`src/rtl/ipu_rr_splitter_if.sv`:
```
// ipu_rr_splitter_if
//   Handshake bundle between network/core ingress, the ipu_rr_splitter
//   front end and the downstream address-decode / Hamming stage.
//   Ports carried:
//     in_valid/in_ready/in_pkt     NUM_IN network ports; port i is
//                                  in_pkt[i*PKT_W +: PKT_W]
//     core_valid/core_ready/core_pkt  local core port
//     out_valid/out_ready          registered output handshake
//     out_addr/out_data/out_src    split packet fields and winning source
//   Modports: master = upstream/downstream environment, slave = splitter.
interface ipu_rr_splitter_if #(
    parameter int NUM_IN = 4,
    parameter int ADDR_W = 7,
    parameter int DATA_W = 4
);
    localparam int PKT_W = ADDR_W + DATA_W;
    localparam int SRC_W = $clog2(NUM_IN + 1);

    logic [NUM_IN-1:0]       in_valid;
    logic [NUM_IN-1:0]       in_ready;
    logic [NUM_IN*PKT_W-1:0] in_pkt;
    logic                    core_valid;
    logic                    core_ready;
    logic [PKT_W-1:0]        core_pkt;
    logic                    out_valid;
    logic                    out_ready;
    logic [ADDR_W-1:0]       out_addr;
    logic [DATA_W-1:0]       out_data;
    logic [SRC_W-1:0]        out_src;

    modport master (
        output in_valid, in_pkt, core_valid, core_pkt, out_ready,
        input  in_ready, core_ready, out_valid, out_addr, out_data, out_src
    );

    modport slave (
        input  in_valid, in_pkt, core_valid, core_pkt, out_ready,
        output in_ready, core_ready, out_valid, out_addr, out_data, out_src
    );
endinterface

```
`src/rtl/ipu_rr_splitter.sv`:
```
// ipu_rr_splitter
//   Buffers packets from NUM_IN network ports plus the local core port in
//   one FIFO per source, arbitrates the FIFO heads round-robin into a single
//   registered output stage and splits each packet into address (MSBs) and
//   payload (LSBs).
//   Ports:
//     clk    rising-edge clock
//     rst_n  asynchronous active-low reset
//     bus    ipu_rr_splitter_if.slave (ingress handshakes, output stage)
//   Optional feature macro: IPU_CORE_PRIORITY_EN
//     defined   - a non-empty core FIFO always wins; network ports share
//                 round-robin over 0..NUM_IN-1 and rr_ptr is untouched by
//                 core grants.
//     undefined - the core is an ordinary round-robin source at NUM_IN.
module ipu_rr_splitter #(
    parameter int NUM_IN     = 4,
    parameter int ADDR_W     = 7,
    parameter int DATA_W     = 4,
    parameter int FIFO_DEPTH = 2
) (
    input logic             clk,
    input logic             rst_n,
    ipu_rr_splitter_if.slave bus
);
    localparam int PKT_W = ADDR_W + DATA_W;
    localparam int SRC_W = $clog2(NUM_IN + 1);
    localparam int NSRC  = NUM_IN + 1;
    localparam int PTR_W = $clog2(FIFO_DEPTH);
    localparam int CNT_W = $clog2(FIFO_DEPTH + 1);
`ifdef IPU_CORE_PRIORITY_EN
    localparam int unsigned RR_LAST = NUM_IN - 1;
`else
    localparam int unsigned RR_LAST = NUM_IN;
`endif

    logic [PKT_W-1:0] mem    [NSRC][FIFO_DEPTH];
    logic [PTR_W-1:0] wr_ptr [NSRC];
    logic [PTR_W-1:0] rd_ptr [NSRC];
    logic [CNT_W-1:0] cnt    [NSRC];
    logic [CNT_W-1:0] cnt_next [NSRC];
    logic [PKT_W-1:0] head   [NSRC];
    logic [PKT_W-1:0] src_pkt[NSRC];

    logic [NSRC-1:0]  src_valid;
    logic [NSRC-1:0]  src_ready;
    logic [NSRC-1:0]  push;
    logic [NSRC-1:0]  pop;
    logic [NSRC-1:0]  nonempty;

    logic [SRC_W-1:0] rr_ptr;
    logic [SRC_W-1:0] rr_next;
    logic             gnt_any;
    logic             gnt_fire;
    logic [SRC_W-1:0] gnt_idx;
    logic [PKT_W-1:0] gnt_pkt;
    logic             search_en;
    int unsigned      cand;

    logic              out_valid_q;
    logic [ADDR_W-1:0] out_addr_q;
    logic [DATA_W-1:0] out_data_q;
    logic [SRC_W-1:0]  out_src_q;

    assign src_valid      = {bus.core_valid, bus.in_valid};
    assign bus.in_ready   = src_ready[NUM_IN-1:0];
    assign bus.core_ready = src_ready[NUM_IN];
    assign bus.out_valid  = out_valid_q;
    assign bus.out_addr   = out_addr_q;
    assign bus.out_data   = out_data_q;
    assign bus.out_src    = out_src_q;

    always_comb begin
        for (int unsigned s = 0; s < NUM_IN; s++) begin
            src_pkt[s] = bus.in_pkt[s*PKT_W +: PKT_W];
        end
        src_pkt[NUM_IN] = bus.core_pkt;
    end

    always_comb begin
        for (int unsigned s = 0; s < NSRC; s++) begin
            head[s]     = mem[s][rd_ptr[s]];
            nonempty[s] = (cnt[s] != '0);
        end
    end

    // Search from rr_ptr upward with wrap; first non-empty source wins.
    always_comb begin
        gnt_any   = 1'b0;
        gnt_idx   = '0;
        gnt_pkt   = '0;
        search_en = 1'b1;
        cand      = 0;
`ifdef IPU_CORE_PRIORITY_EN
        if (nonempty[NUM_IN]) begin
            gnt_any   = 1'b1;
            gnt_idx   = SRC_W'(NUM_IN);
            gnt_pkt   = head[NUM_IN];
            search_en = 1'b0;
        end
`endif
        if (search_en) begin
            for (int unsigned off = 0; off <= RR_LAST; off++) begin
                cand = 32'(rr_ptr) + off;
                if (cand > RR_LAST) cand = cand - (RR_LAST + 1);
                if (!gnt_any && nonempty[cand]) begin
                    gnt_any = 1'b1;
                    gnt_idx = SRC_W'(cand);
                    gnt_pkt = head[cand];
                end
            end
        end
    end

    // Grant only when the output register is empty or draining this cycle.
    assign gnt_fire = gnt_any && (!out_valid_q || bus.out_ready);
    assign rr_next  = (gnt_idx == SRC_W'(RR_LAST)) ? '0 : gnt_idx + SRC_W'(1);

    always_comb begin
        push = src_valid & src_ready;
        pop  = '0;
        if (gnt_fire) begin
            for (int unsigned s = 0; s < NSRC; s++) begin
                if (gnt_idx == SRC_W'(s)) pop[s] = 1'b1;
            end
        end
        for (int unsigned s = 0; s < NSRC; s++) begin
            cnt_next[s] = cnt[s] + CNT_W'(push[s]) - CNT_W'(pop[s]);
        end
    end

    always_ff @(posedge clk) begin
        for (int unsigned s = 0; s < NSRC; s++) begin
            if (push[s]) mem[s][wr_ptr[s]] <= src_pkt[s];
        end
    end

    always_ff @(posedge clk or negedge rst_n) begin
        if (!rst_n) begin
            for (int unsigned s = 0; s < NSRC; s++) begin
                wr_ptr[s] <= '0;
                rd_ptr[s] <= '0;
                cnt[s]    <= '0;
            end
            src_ready   <= '0;
            rr_ptr      <= '0;
            out_valid_q <= 1'b0;
            out_addr_q  <= '0;
            out_data_q  <= '0;
            out_src_q   <= '0;
        end else begin
            for (int unsigned s = 0; s < NSRC; s++) begin
                if (push[s]) wr_ptr[s] <= wr_ptr[s] + PTR_W'(1);
                if (pop[s])  rd_ptr[s] <= rd_ptr[s] + PTR_W'(1);
                cnt[s]       <= cnt_next[s];
                src_ready[s] <= (cnt_next[s] != CNT_W'(FIFO_DEPTH));
            end
            if (gnt_fire) begin
                out_valid_q <= 1'b1;
                out_addr_q  <= gnt_pkt[PKT_W-1:DATA_W];
                out_data_q  <= gnt_pkt[DATA_W-1:0];
                out_src_q   <= gnt_idx;
`ifdef IPU_CORE_PRIORITY_EN
                if (gnt_idx != SRC_W'(NUM_IN)) rr_ptr <= rr_next;
`else
                rr_ptr <= rr_next;
`endif
            end else if (out_valid_q && bus.out_ready) begin
                out_valid_q <= 1'b0;
            end
        end
    end
endmodule
```
`src/flat_wrapper.sv`:
```
// flat-port wrapper written by rule: the top's interface ports become plain ports
module ipu_rr_splitter_flat 
#(
    parameter int NUM_IN     = 4,
    parameter int ADDR_W     = 7,
    parameter int DATA_W     = 4,
    parameter int FIFO_DEPTH = 2
)
  (clk, rst_n, bus_in_valid, bus_in_pkt, bus_core_valid, bus_core_pkt, bus_out_ready, bus_in_ready, bus_core_ready, bus_out_valid, bus_out_addr, bus_out_data, bus_out_src);
  ipu_rr_splitter_if #(.NUM_IN(NUM_IN), .ADDR_W(ADDR_W), .DATA_W(DATA_W)) bus_i ();
  input logic clk;
  input logic rst_n;
  input wire logic [$bits(bus_i.in_valid)-1:0] bus_in_valid;
  input wire logic [$bits(bus_i.in_pkt)-1:0] bus_in_pkt;
  input wire logic [$bits(bus_i.core_valid)-1:0] bus_core_valid;
  input wire logic [$bits(bus_i.core_pkt)-1:0] bus_core_pkt;
  input wire logic [$bits(bus_i.out_ready)-1:0] bus_out_ready;
  output wire logic [$bits(bus_i.in_ready)-1:0] bus_in_ready;
  output wire logic [$bits(bus_i.core_ready)-1:0] bus_core_ready;
  output wire logic [$bits(bus_i.out_valid)-1:0] bus_out_valid;
  output wire logic [$bits(bus_i.out_addr)-1:0] bus_out_addr;
  output wire logic [$bits(bus_i.out_data)-1:0] bus_out_data;
  output wire logic [$bits(bus_i.out_src)-1:0] bus_out_src;
  assign bus_i.in_valid = bus_in_valid;
  assign bus_i.in_pkt = bus_in_pkt;
  assign bus_i.core_valid = bus_core_valid;
  assign bus_i.core_pkt = bus_core_pkt;
  assign bus_i.out_ready = bus_out_ready;
  assign bus_in_ready = bus_i.in_ready;
  assign bus_core_ready = bus_i.core_ready;
  assign bus_out_valid = bus_i.out_valid;
  assign bus_out_addr = bus_i.out_addr;
  assign bus_out_data = bus_i.out_data;
  assign bus_out_src = bus_i.out_src;
  ipu_rr_splitter #(.NUM_IN(NUM_IN), .ADDR_W(ADDR_W), .DATA_W(DATA_W), .FIFO_DEPTH(FIFO_DEPTH)) u_core (.clk(clk), .rst_n(rst_n), .bus(bus_i));
endmodule
```
`config.mk`:
```
export PLATFORM = sky130hd
export DESIGN_NAME = ipu_rr_splitter_flat
export DESIGN_NICKNAME = d
export VERILOG_FILES = /design/src/rtl/ipu_rr_splitter_if.sv /design/src/rtl/ipu_rr_splitter.sv /design/src/flat_wrapper.sv
export SDC_FILE = /design/constraint.sdc
export NUM_CORES = 1
export LEC_CHECK = 0
export ABC_AREA = 1
export ABC_CLOCK_PERIOD_IN_PS = 11100
export CORE_MARGIN = 2
export CORE_UTILIZATION = 60
export DETAILED_ROUTE_END_ITERATION = 8
export PLACE_DENSITY = 0.82
export SLEW_MARGIN = 25
export SYNTH_ARGS = -nofsm -noshare
export SYNTH_HDL_FRONTEND = slang
export SYNTH_SLANG_ARGS = --single-unit
```
`constraint.sdc`:
```
create_clock -name clk -period 11.1 [get_ports clk]
set_clock_uncertainty 0.05 [all_clocks]
set_input_delay 2.22 -clock clk [delete_from_list [all_inputs] [get_ports clk]]
set_output_delay 2.22 -clock clk [all_outputs]
set_load 0.01 [all_outputs]
```
# == After elaboration in Yosys (flattened, before gate mapping) ==
# Memories as Yosys holds them, arrays and structs flattened.
# Cells that the tools add are included.
# word_totals
reg_bits,43
mem_bits_rw,110
output_inout_bits,20
n_memories,1
# memory_table
memory,words,width,read_ports,rd_ports_with_merged_regs,wr,line_no,source
u_core.mem,5,22,5,0,5,ipu_rr_splitter.sv:36,logic [PKT_W-1:0] mem [NSRC][FIFO_DEPTH];
# op_classes
add_sub_neg,30
magnitude_cmp,30
eq_ne,9
mux,89
bitwise_logic,16
reduce_logical,24
# ops
cell,count
$mux W11,35
$bmux W11 S3,5
$ge A33 B4 Y1 const B,5
$not A32 Y33,5
$lt A32 B4 Y1 const B,5
$mux W32,5
$gt A32 B3 Y1 const B,4
$sub A32 B3 Y32 const B,4
$mux W22,5
$demux W11 S1,5
$mux W1,22
$ge A2 B2 Y1 const B,10
$not A1 Y2,10
$mux W3,6
$bmux W1 S3,5
$reduce_bool A2 Y1,6
$logic_and A1 B1 Y1,11
$add A1 B1 Y1 const B,10
$add A2 B1 Y2,5
$lt A2 B1 Y1 const B,5
$ne A2 B2 Y1 const B,5
$sub A2 B1 Y2,5
$add A3 B2 Y4 const B,2
$eq A3 B2 Y1 const B,2
other kinds (12),16

# == Longest topological paths before layout ==
# logic_depth
word_depth,22
depth_mapped,27
ltp_nobuf,27

# == Least setup slack after synthesis ==
# OpenSTA, ideal clock, no wires.
# synth_path
kind,register to register
startpoint,register u_core.rr_ptr[1]
endpoint,register u_core.src_ready[3]
setup_ps,125
arrival_ps,3411
required_ps,10925
path_slack_ps,7514
stages_incl_launch_ff,26
n_path_buf,0
period_less_slack_ps,3586
path_cell_list,dfrtp_1 > inv_1 > ha_1 > inv_1 > nand2_1 > nand2_1 > nand2_1 > nand2_1 > nand3_1 > nand3_1 > nand3_2 > nor2_4 > nand3_2 > inv_2 > nand2_1 > nand2_1 > inv_1 > ha_1 > ha_1 > inv_1 > nor2_1 > ha_1 > inv_1 > ha_1 > xnor2_1 > nand2_1
# synth_lines
element,line_no,source
from (decl),ipu_rr_splitter.sv:50,logic [SRC_W-1:0] rr_ptr;
from (signal assigned),ipu_rr_splitter.sv:165,rr_ptr <= rr_next;
"to (signal, indexed assignment)",ipu_rr_splitter.sv:155,src_ready[s] <= (cnt_next[s] != CNT_W'(FIFO_DEPTH));
to (decl),ipu_rr_splitter.sv:45,logic [NSRC-1:0] src_ready;

==> out/qor.yml <==
final_core_util_pct: 69.94
holdWs_ns: 0.4330
cts.sink_count: 153
drc: 0
clockBufferDepth: 2
grt_first_pass_wirelength_microns: 44520
cp_max_fo: 23
clock_latency_ns: 0.44
gp_congestion: 0.9964
crit_required_ns: 11.38
synth_seq_cells: 153
area_growth_pct: 15.13
numPortBuffers: 82
post-place-ws_ns: 5.701
setup_tns_ns: 0
hold_buffers: 0
vias: 8792
antenna_found_initial: 0
final_nets: 1331
grtUsageMet1_pct: 43.93
setup_viol: 0
detail_route.iter0.violations: 1001
synthesis.instances: 1197
final_cell_mix: "nand2_1, o21ai_0, edfxtp_1"
initial_core_util_pct: 60.75
syn_area_per_cell_sq_um: 7.974
synth_nets: 1286
grtUsageMet2_pct: 55.50
layout_commonest_cell: "nand2_1"
worst_slack_ns: 5.582
io_pins: 83
grt-busiest-layer: "met2"
h-tree-depth: 4
grt_pass1_vias: 8459
dp_hpwl_microns: 20040
cts_root_buf: "clkbuf_16"
finalHoldViolations: 0
fmax_mhz: 181.2
fill_cells: 1276
rsz0062_at_grt: "no"
cts_buffers: 17
hp-class: "flop to flop"
cap_violations: 0
n_antenna_cell: 0
finalWirelength_microns: 27990
fp.dieW_microns: 130.1
layout_min_cycle_time_ns: 5.518
synth_warnings: 0
slew_headroom_pct: 32.08
dieArea_sq_um: 16930
use_met3_pct: 6.806
post_cts_buffers: 0
grt-ovfl-total: 0
min_period_over_period_pct: 49.71
worst_pin_slew_ns: 1.015
dr.pass1.iters: 6
crit_type: "flop to flop"
status: "complete, no violations"
synth-seq-area-share_pct: 45.88
post_cts_resized: 0
drive_gt1_share_pct: 7.092
worst_ep_arrival_time_ns: 5.80
cp-end-kind: "flop"
finalMaxSlewViolations: 0
avgRoutedWirePerCell_microns: 19.03
coreArea_sq_um: 15710
die_y_microns: 130.1
setup.worst_path.start_class: "flop"
row_count: 46
grt_max_degree: 49
cts_tree: "yes"
clkSlewWorstSetupHoldPaths_ns: 0.07
netlist_area_sq_um: 9545
viasPerCell: 5.977
ant_nets: 0
grt_use_total_pct: 34.90
netlist-cell-type-count: 39
-- path summary, 6_finish.rpt --
check,startpoint,end,slack (ns),depth (start not counted)
hold / removal,u_core.bus.out_src[1],u_core.bus.out_src[1],0.43,2
max in group asynchronous,rst_n,u_core.src_ready[1],8.83,1
setup reg to reg,u_core.rr_ptr[0],u_core.src_ready[0],5.58,23
min in group asynchronous,rst_n,u_core.src_ready[4],1.74,1
setup / recovery,u_core.rr_ptr[0],u_core.src_ready[0],5.58,23
hold reg to reg,u_core.bus.out_src[1],u_core.bus.out_src[1],0.43,2
-- routing by layer --
layer | part of all wire [%] | vias up | wire [microns]
met2 | 46 | 437 | 12930
met5 | 0 | - | 0
met4 | 6.3 | 0 | 1766
met3 | 7.5 | 123 | 2092
li1 | - | 4140 | -
met1 | 40 | 4092 | 11200
-- stage by stage --
step / cell area [sq um] / std cells
6_report: 10990 / 1471
5_1_grt: 10990 / 1471
4_1_cts: 10980 / 1471
3_5_place_dp: 10350 / 1439
3_3_place_gp: 10340 / 1439
2_1_floorplan: 9545 / 1197
-- state kept, by name, indices dropped and copies added (netlist names) --
name,count
u_core.bus.out_addr,7
u_core.rd_ptr,5
u_core.bus.out_src,3
u_core.src_ready,5
u_core.bus.out_valid,1
u_core.cnt,10
u_core.bus.out_data,4
u_core.wr_ptr,5
u_core.rr_ptr,3
u_core.mem,110
-- layout make-up --
cell class                 count  area [sq um]  area share (%)
sequential                   153          4379           39.85
multi-input combinational    866          4417           40.19
inverter                     119         451.7           4.110
tap                          216         270.3           2.459
clock inverter                15         205.2           1.867
clock buffer                  17         425.4           3.871
timing repair buffer          85         840.8           7.651
-- Yosys cell counts, drive strengths merged --
library cell | number | area (sq um)
nand2 | 317 | 1227
o21ai | 158 | 809.5
inv | 116 | 440.4
edfxtp | 110 | 3303
a21oi | 94 | 474.2
nor2 | 88 | 340.3
nand3 | 85 | 450.4
dfrtp | 43 | 1076
buf | 32 | 207.7
o211ai | 30 | 225.2
clkbuf | 27 | 101.4
ha | 26 | 325.3
nand4 | 22 | 137.6
mux2i | 13 | 130.1
xnor2 | 10 | 87.58
xor2 | 9 | 93.84
or2 | 5 | 31.28
o31ai | 4 | 30.03
clkinv | 3 | 11.26
mux2 | 1 | 11.26
nand3b | 1 | 7.510
nor3 | 1 | 10.01
o21a | 1 | 7.510
o22ai | 1 | 6.260
-- worst max-delay path: stages, from the launching register on --
cell     delay [ns]
dfrtp_1        0.76
inv_2          0.24
ha_1           0.43
nand2_1        0.07
nand2_1        0.67
inv_1          0.26
nand3_1        0.17
nand3_1        0.09
nand2_2        0.15
inv_2          0.13
nor2_1         0.55
nand2_1        0.09
o21ai_0        0.12
nor2_1         0.07
nand3_1        0.18
inv_1          0.09
ha_1           0.31
nand4_1        0.15
inv_1          0.06
ha_1           0.27
inv_1          0.04
ha_1           0.17
xnor2_1        0.19
nand2_1        0.07
-- logic make-up (layout without fill, tap and decap cells) --
group | Yosys count | in the layout | share of synthesized area (%)
simple gates | 519 | 519 | 23.10
compound gates | 288 | 288 | 16.27
buf+inv | 178 | 236 | 7.969
flops | 153 | 153 | 45.88
fa+ha+maj | 26 | 26 | 3.408
xor+xnor | 19 | 19 | 1.901
mux | 14 | 14 | 1.481
Power is left out: the tool's default activity adds up to more than one toggle a clock period on the data nets, which glitch-free logic cannot reach.
